===== config.mk =====
export PLATFORM = sky130hd
export DESIGN_NAME = sort_frame_loader_flat
export DESIGN_NICKNAME = d
export VERILOG_FILES = /design/src/rtl/sort_pkg.sv /design/src/rtl/sort_frame_loader_if.sv /design/src/rtl/sort_frame_bank.sv /design/src/rtl/sort_frame_loader.sv /design/src/flat_wrapper.sv
export SDC_FILE = /design/constraint.sdc
export NUM_CORES = 1
export LEC_CHECK = 0
export ABC_AREA = 1
export CAP_MARGIN = 20
export CORE_ASPECT_RATIO = 0.5
export CORE_UTILIZATION = 41
export CTS_BUF_LIST = sky130_fd_sc_hd__clkbuf_16
export CTS_CLUSTER_SIZE = 12
export DETAILED_ROUTE_END_ITERATION = 12
export PLACE_DENSITY = 0.68
export SYNTH_ARGS = -nofsm -noshare
export SYNTH_HDL_FRONTEND = slang
export SYNTH_SLANG_ARGS = --single-unit

===== constraint.sdc =====
create_clock -name clk -period 2.8 [get_ports clk]
set_clock_uncertainty 0.05 [all_clocks]
set_input_delay 0.42 -clock clk [delete_from_list [all_inputs] [get_ports clk]]
set_output_delay 0.42 -clock clk [all_outputs]
set_load 0.01 [all_outputs]

===== src/rtl/sort_pkg.sv =====
// sort_pkg
// Shared definitions for the frame loader and the fsm_sort block it feeds:
// bank and presenter state encodings, default frame geometry, and the pad
// value used to fill the unused tail of a short frame.
package sort_pkg;

    typedef enum logic [1:0] {
        B_EMPTY = 2'd0,
        B_FULL  = 2'd1,
        B_SORT  = 2'd2
    } bank_state_t;

    typedef enum logic [1:0] {
        P_IDLE  = 2'd0,
        P_START = 2'd1,
        P_BUSY  = 2'd2
    } pres_state_t;

    localparam int SORT_N_DEFAULT     = 6;
    localparam int SORT_WIDTH_DEFAULT = 8;

    // All-ones of the given width. Pads sort to the tail of an ascending sort.
    function automatic logic [63:0] pad_word(input int unsigned width);
        if (width >= 64) begin
            return '1;
        end
        return (64'd1 << width) - 64'd1;
    endfunction

endpackage


===== src/rtl/sort_frame_loader_if.sv =====
// sort_frame_loader_if
// Bundles the upstream sample handshake and the sorter-facing frame port.
//   in_valid/in_ready/in_data/in_last : sample stream into the loader
//   sort_start/sort_data/frame_len    : frame presented to the sorter
//   sort_done                         : sorter completion
// master = environment (upstream source + sorter), slave = the loader.
interface sort_frame_loader_if #(
    parameter int N     = 6,
    parameter int WIDTH = 8
);
    localparam int LW = $clog2(N + 1);

    logic             in_valid;
    logic             in_ready;
    logic [WIDTH-1:0] in_data;
    logic             in_last;
    logic             sort_start;
    logic [WIDTH-1:0] sort_data [N];
    logic [LW-1:0]    frame_len;
    logic             sort_done;

    modport master (
        output in_valid, in_data, in_last, sort_done,
        input  in_ready, sort_start, sort_data, frame_len
    );

    modport slave (
        input  in_valid, in_data, in_last, sort_done,
        output in_ready, sort_start, sort_data, frame_len
    );
endinterface


===== src/rtl/sort_frame_bank.sv =====
// sort_frame_bank
// One ping-pong bank: N x WIDTH register file, write/pad logic, frame
// length and bank state.
//   clk, rst      : clock, synchronous active-low reset
//   wr_en         : accepted sample targets this bank
//   wr_close      : the accepted sample completes the frame
//   wr_idx        : slot of the accepted sample
//   wr_data       : sample value
//   claim         : presenter has started sorting this bank (FULL -> SORT)
//   rel           : sorter finished with this bank (SORT -> EMPTY)
//   state         : bank state
//   data          : bank contents
//   len           : number of real samples in the completed frame
module sort_frame_bank
    import sort_pkg::*;
#(
    parameter int N     = SORT_N_DEFAULT,
    parameter int WIDTH = SORT_WIDTH_DEFAULT,
    localparam int LW   = $clog2(N + 1),
    localparam int IW   = (N > 1) ? $clog2(N) : 1
) (
    input  logic             clk,
    input  logic             rst,
    input  logic             wr_en,
    input  logic             wr_close,
    input  logic [IW-1:0]    wr_idx,
    input  logic [WIDTH-1:0] wr_data,
    input  logic             claim,
    input  logic             rel,
    output bank_state_t      state,
    output logic [WIDTH-1:0] data [N],
    output logic [LW-1:0]    len
);

    localparam logic [WIDTH-1:0] PAD = WIDTH'(pad_word(WIDTH));

    always_ff @(posedge clk) begin
        if (!rst) begin
            state <= B_EMPTY;
            len   <= '0;
            for (int i = 0; i < N; i++) begin
                data[i] <= '0;
            end
        end else begin
            // Closing sample and the pad fill of every slot above it land
            // on the same edge, so a FULL bank is always fully defined.
            for (int i = 0; i < N; i++) begin
                if (wr_en && (i == int'(wr_idx))) begin
                    data[i] <= wr_data;
                end else if (wr_en && wr_close && (i > int'(wr_idx))) begin
                    data[i] <= PAD;
                end
            end

            // Only an EMPTY bank is written, only a FULL bank is claimed and
            // only a SORT bank is released, so these never collide.
            if (wr_en && wr_close) begin
                len   <= LW'(wr_idx) + LW'(1);
                state <= B_FULL;
            end else if (claim) begin
                state <= B_SORT;
            end else if (rel) begin
                state <= B_EMPTY;
            end
        end
    end

endmodule


===== src/rtl/sort_frame_loader.sv =====
// sort_frame_loader
// Collects WIDTH-bit samples into N-entry frames using two ping-pong banks
// and presents each completed frame to the sorter, overlapping the fill of
// one bank with the sort of the other.
//   clk, rst : clock, synchronous active-low reset
//   bus      : sort_frame_loader_if.slave (sample stream in, frame out)
//
// Presenter FSM
//   state   | meaning
//   P_IDLE  | waiting for bank pres_sel to become FULL
//   P_START | sort_start high for this one cycle, frame on sort_data
//   P_BUSY  | sorter running; wait for sort_done, then release the bank
module sort_frame_loader
    import sort_pkg::*;
#(
    parameter int N     = SORT_N_DEFAULT,
    parameter int WIDTH = SORT_WIDTH_DEFAULT
) (
    input  logic                clk,
    input  logic                rst,
    sort_frame_loader_if.slave  bus
);

    localparam int LW = $clog2(N + 1);
    localparam int IW = (N > 1) ? $clog2(N) : 1;

    logic             fill_sel;
    logic [IW-1:0]    wr_idx;
    logic             pres_sel;
    pres_state_t      pres_state;
    logic             sort_start_q;

    bank_state_t      st_a, st_b;
    bank_state_t      fill_state, pres_bank_state;
    logic [WIDTH-1:0] data_a [N];
    logic [WIDTH-1:0] data_b [N];
    logic [LW-1:0]    len_a, len_b;

    logic             in_ready_int;
    logic             accept;
    logic             close;
    logic             claim, rel;

    assign fill_state      = fill_sel ? st_b : st_a;
    assign pres_bank_state = pres_sel ? st_b : st_a;

    // Registered bank state only: a bank released this cycle is seen as
    // EMPTY next cycle, never combinationally from sort_done.
    assign in_ready_int = rst && (fill_state == B_EMPTY);
    assign bus.in_ready = in_ready_int;

    assign accept = bus.in_valid && in_ready_int;
    assign close  = accept && (bus.in_last || (wr_idx == IW'(N - 1)));

    assign claim = (pres_state == P_START);
    assign rel   = (pres_state == P_BUSY) && bus.sort_done;

    always_ff @(posedge clk) begin
        if (!rst) begin
            fill_sel <= 1'b0;
            wr_idx   <= '0;
        end else if (accept) begin
            if (close) begin
                wr_idx   <= '0;
                fill_sel <= ~fill_sel;
            end else begin
                wr_idx <= wr_idx + IW'(1);
            end
        end
    end

    always_ff @(posedge clk) begin
        if (!rst) begin
            pres_state   <= P_IDLE;
            pres_sel     <= 1'b0;
            sort_start_q <= 1'b0;
        end else begin
            sort_start_q <= 1'b0;
            case (pres_state)
                P_IDLE: begin
                    if (pres_bank_state == B_FULL) begin
                        pres_state   <= P_START;
                        sort_start_q <= 1'b1;
                    end
                end
                P_START: begin
                    pres_state <= P_BUSY;
                end
                P_BUSY: begin
                    if (bus.sort_done) begin
                        pres_sel   <= ~pres_sel;
                        pres_state <= P_IDLE;
                    end
                end
                default: begin
                    pres_state <= P_IDLE;
                end
            endcase
        end
    end

    sort_frame_bank #(.N(N), .WIDTH(WIDTH)) u_bank_a (
        .clk      (clk),
        .rst      (rst),
        .wr_en    (accept && !fill_sel),
        .wr_close (close),
        .wr_idx   (wr_idx),
        .wr_data  (bus.in_data),
        .claim    (claim && !pres_sel),
        .rel      (rel && !pres_sel),
        .state    (st_a),
        .data     (data_a),
        .len      (len_a)
    );

    sort_frame_bank #(.N(N), .WIDTH(WIDTH)) u_bank_b (
        .clk      (clk),
        .rst      (rst),
        .wr_en    (accept && fill_sel),
        .wr_close (close),
        .wr_idx   (wr_idx),
        .wr_data  (bus.in_data),
        .claim    (claim && pres_sel),
        .rel      (rel && pres_sel),
        .state    (st_b),
        .data     (data_b),
        .len      (len_b)
    );

    assign bus.sort_start = sort_start_q;
    assign bus.frame_len  = pres_sel ? len_b : len_a;

    always_comb begin
        for (int i = 0; i < N; i++) begin
            bus.sort_data[i] = pres_sel ? data_b[i] : data_a[i];
        end
    end

endmodule

===== src/flat_wrapper.sv =====
// flat-port wrapper written by rule: the top's interface ports become plain ports
module sort_frame_loader_flat import sort_pkg::*;
#(
    parameter int N     = SORT_N_DEFAULT,
    parameter int WIDTH = SORT_WIDTH_DEFAULT
)
  (clk, rst, bus_in_valid, bus_in_data, bus_in_last, bus_sort_done, bus_in_ready, bus_sort_start, bus_sort_data, bus_frame_len);
  sort_frame_loader_if #(.N(N), .WIDTH(WIDTH)) bus_i ();
  input  logic clk;
  input  logic rst;
  input wire logic [$bits(bus_i.in_valid)-1:0] bus_in_valid;
  input wire logic [$bits(bus_i.in_data)-1:0] bus_in_data;
  input wire logic [$bits(bus_i.in_last)-1:0] bus_in_last;
  input wire logic [$bits(bus_i.sort_done)-1:0] bus_sort_done;
  output wire logic [$bits(bus_i.in_ready)-1:0] bus_in_ready;
  output wire logic [$bits(bus_i.sort_start)-1:0] bus_sort_start;
  output wire logic [$bits(bus_i.sort_data)-1:0] bus_sort_data;
  output wire logic [$bits(bus_i.frame_len)-1:0] bus_frame_len;
  assign bus_i.in_valid = bus_in_valid;
  assign bus_i.in_data = bus_in_data;
  assign bus_i.in_last = bus_in_last;
  assign bus_i.sort_done = bus_sort_done;
  assign bus_in_ready = bus_i.in_ready;
  assign bus_sort_start = bus_i.sort_start;
  assign bus_sort_data = {>>{bus_i.sort_data}};
  assign bus_frame_len = bus_i.frame_len;
  sort_frame_loader #(.N(N), .WIDTH(WIDTH)) u_core (.clk(clk), .rst(rst), .bus(bus_i));
endmodule

After elaboration in Yosys (flattened, before gate mapping)
Cells that the tools add are included.

Register bits: 114. Input port bits: 13. Output and inout port bits: 53. Logic and storage cells: 143.

$add $sub $neg: 1. Order comparisons: 5. Eq/ne operators: 11. Mux-type cells: 40. Bitwise gates (word level): 3. Reduce and logical (&&, ||, !) cells: 60.

Operators by type and width (number): $mux W8 (26); $logic_and A1 B1 Y1 (34); $reduce_bool A2 Y1 (12); $mux W2 (8); $eq A3 B3 Y1 const A (4); $reduce_and A2 Y1 (4); $gt A2 B3 Y1 const A (2); $gt A3 B3 Y1 const A (2); $mux W3 (2); $pmux W2 S3 (1); $reduce_bool A3 Y1 (2); $eq A2 B1 Y1 const B (2); $logic_not A2 Y1 (2); $reduce_or A2 Y1 (2); $add A3 B1 Y3 const B (1); $eq A2 B3 Y1 const A (1); $eq A3 B3 Y1 const B (1); $gt A1 B3 Y1 const A (1); $logic_not A3 Y1 (1); $mux W1 (3); $not A1 Y1 (3); $eq A2 B2 Y1 const B (1); $logic_not A1 Y1 (2); $ne A2 B1 Y1 const B (1); 2 further kinds (2).

Logic depth before layout (Yosys ltp)
Depth in word-level cells: 9. Gate-level depth with buffers: 10. Depth with buffers taken out: 9.

Hierarchy
Synthesis repeated with hierarchy kept, for this count alone.

Cells, all modules: 825. Area, all modules: 5813.1 µm².

Modules (own cells, without submodules): sort_frame_bank (times used 2, cells an instance 299, area an instance 2341.0 µm², seq. area each 1061.0 µm²); sort_frame_loader (times used 1, cells an instance 227, area an instance 1131.1 µm², seq. area each 160.2 µm²).

Worst setup path before layout
OpenSTA, ideal clock, no wires.

Path type: register -> output. From: reg u_core.pres_sel. To: out bus_sort_data[15]. Arrival: 1.126 ns. Required time: 2.330 ns. Slack: 1.204 ns. Stages on the path, launching flop included: 5. Buffers on the path: 2. Cell sequence: dfxtp_1 clkbuf_1 clkbuf_1 nand2_1 o21ai_0.

Longest elaborated chain between the ends: 1.

RTL lines: start, declared (line sort_frame_loader.sv:29) `logic pres_sel;`; start signal, assigned (line sort_frame_loader.sv:91) `pres_sel <= ~pres_sel;`; $mux W8 (line sort_frame_loader.sv:135) `bus.sort_data[i] = pres_sel ? data_b[i] : data_a[i];`; end, declared (line flat_wrapper.sv:17) `output wire logic [$bits(bus_i.sort_data)-1:0] bus_sort_data;`.

Every way passes these cells.

Worst setup path after layout
From: reg u_core.pres_sel. To: out bus_sort_data[6].

The elaborated chain is that of the path after synthesis.

==> out/metrics.cfg <==
[drt]
wl_um=14500
viasPerCell=4.897
drtAntennaViolNets=0
first_pass_iters=9
vias=5372
drcViolationCount=5
wl_per_cell_um=13.22
drt_iter0_markers=361

[finish]
area_delta_synth_final_pct=26.81
drive_above_1_share_pct=6.149
most-common-layout-cells=inv_1, nand2_1, dfxtp_1
diodes=0
final_nets=933
final_common_cell=inv_1

[pwr]
p_int_mw=3.453
power.density_mw_per_mm2=643.6
p_sw_share_pct=23.42
p_sw_mw=1.056
p_seq_share_pct=38.1
irDropWorstVdd_v=0.0003385
combPwrFrac_pct=11.0
total_power_mw=4.509
p_leak_nw=3.650
clock_power_share_pct=50.9

[yosys]
yosys-top-cells-area=dfxtp_1, inv_1, nand2_1
yosysTopAreaCell=dfxtp_1
synth_top_area_share_pct=41.30
synth_area_mm2=0.005525
yosysUniqueCellTypes=28
synth_seq_cells=114
yosysWarnings=0
synth_cells=844
synth-seq-area-share_pct=41.30
synthesis.nets=862
syn_avg_cell_area_um2=6.547

[timing]
period_share_pct=87.36
fin_setup_tns_ns=0
layout_min_cycle_time_ns=2.446
finalHoldViolCount=0
final-max-slew-violation-count=0
tightestPinTransition_ns=0.9207
relSlewSlack_pct=38.62
holdWs_ns=0.4145
clock.fmax_mhz=408.8
rsz0062_at_grt=false
setup_slack_ns=0.3540
setup_viol=0

[worst_hold_path]
hold_path.class=flop to flop
min_from=u_core.pres_state[0]

[clock_tree]
htreeDepth=4
cts_tree=yes
post_cts_buffers=0
clk_pin_slew_ns=0.05
holdBufCountCts=0
numCtsBuffers=17
clock-root-buffer=clkbuf_16
cts_resized=0
cts.sinks=114
clk_latency_ns=0.40
cts.path.max_buffers=2

[status]
outcome=finished, violations left
failed_checks=design-rule violations

[global_route]
grt_use_total_pct=21.50
gr-total-overflow=0
grt_pass1_wl_um=23780
antenna_found_initial=0
grt_max_degree=88
grt_pass1_vias=4899

[setup_path]
r2r_setup_slack_ns=0.84
cp-startpoint=u_core.pres_sel
critPathRequiredTime_ns=2.33
cp.arrival_ns=1.98
reg2reg_depth=8
crit_end=bus_sort_data[6]
crit_fanout=70
path_class=flop to output pin
cp-start-kind=flop
r2r_start=u_core.fill_sel
r2r_end=u_core.u_bank_b.data[28]
endpoint_kind=output pin

[place]
dp_slack_ns=0.4232
hpwl_um=9271
numPortBuffers=65
routabilityCongestion=0.8751

[die]
start_util_pct=42.77
dieWidth_um=166.2
io_pins=66
core_mm2=0.01292
die_h_um=84.09
placementRows=29
fp.dieArea_mm2=0.01397

[run]
drv_cap=0

## area by class of cell
type / count / area (um^2)
Clock inverter: 14 / 195.2
Tap cell: 170 / 212.7
Multi-Input combinational cell: 509 / 2402
Inverter: 197 / 742.0
Fill cell: 1265 / 5911
Clock buffer: 17 / 425.4
Timing Repair Buffer: 76 / 745.7
Sequential cell: 114 / 2283
## synthesized netlist by cell type (all sizes together)
library cell and number:
or2 1, nor3 2, nand3 96, nor2 68, o32ai 1, clkbuf 18
o21ai 65, nand2 175, inv 189, nand3b 2, ha 5, dfxtp 114
nand4 2, a21oi 90, a2111oi 2, buf 6, clkinv 8
## worst max-delay path: stages (launching register included)
cell and delay (ns):
dfxtp_2 0.46, buf_12 0.29, nand2_1 0.07, o21ai_0 0.13
clkdlybuf4s50_1 0.60
## registers in the layout, indices dropped and copies added (netlist names), 2 cells and up
signal	cells
u_core.u_bank_b.state	2
u_core.pres_state	2
u_core.wr_idx	3
u_core.u_bank_a.state	2
u_core.u_bank_b.data	48
u_core.u_bank_a.len	3
u_core.u_bank_b.len	3
u_core.u_bank_a.data	48
## per-layer routing
| metal | routed length, um | track usage [%] |
|---|---|---|
| met4 | 184 | 6.967 |
| met3 | 928 | 4.884 |
| met1 | 6903 | 28.58 |
| met2 | 6481 | 34.52 |
| met5 | 0 | 0 |
## worst min-delay path by stage
stage,endpoint,cells after the start
3_3_place_gp,u_core.pres_state[0],1
6_report,u_core.bus.sort_start,1
4_1_cts,u_core.bus.sort_start,1
5_1_grt,u_core.bus.sort_start,1
3_5_place_dp,u_core.bus.sort_start,1
2_1_floorplan,u_core.bus.sort_start,1
## metrics by stage
stage | area (um^2) | utilization (%) | std cells
after floorplan | 5525 | - | 844
after global placement | 6386 | 49.44 | 1066
after detailed placement | 6386 | 49.44 | 1066
after CTS | 7007 | 54.24 | 1097
after global routing | 7007 | 54.24 | 1097
final | 7007 | 54.24 | 1097
## power by group through the flow
stage,clock [mW],combinational (mW),sequential (mW)
2_1_floorplan,0,0.295,1.75
3_3_place_gp,0,0.486,1.75
3_5_place_dp,0,0.493,1.75
4_1_cts,2.31,0.497,1.72
5_1_grt,2.40,0.554,1.73
6_report,2.29,0.496,1.72
## cells by family after synthesis
logic type               after synthesis  synth area share (%)
AO/OA/AOI/OAI                        158                 14.52
adder cells (fa/ha/maj)                5                 1.132
buffers and inverters                221                 15.22
flip-flops                           114                 41.30
AND/OR/NAND/NOR                      346                 27.83
Note: power is estimated with default switching activity, not from simulation.
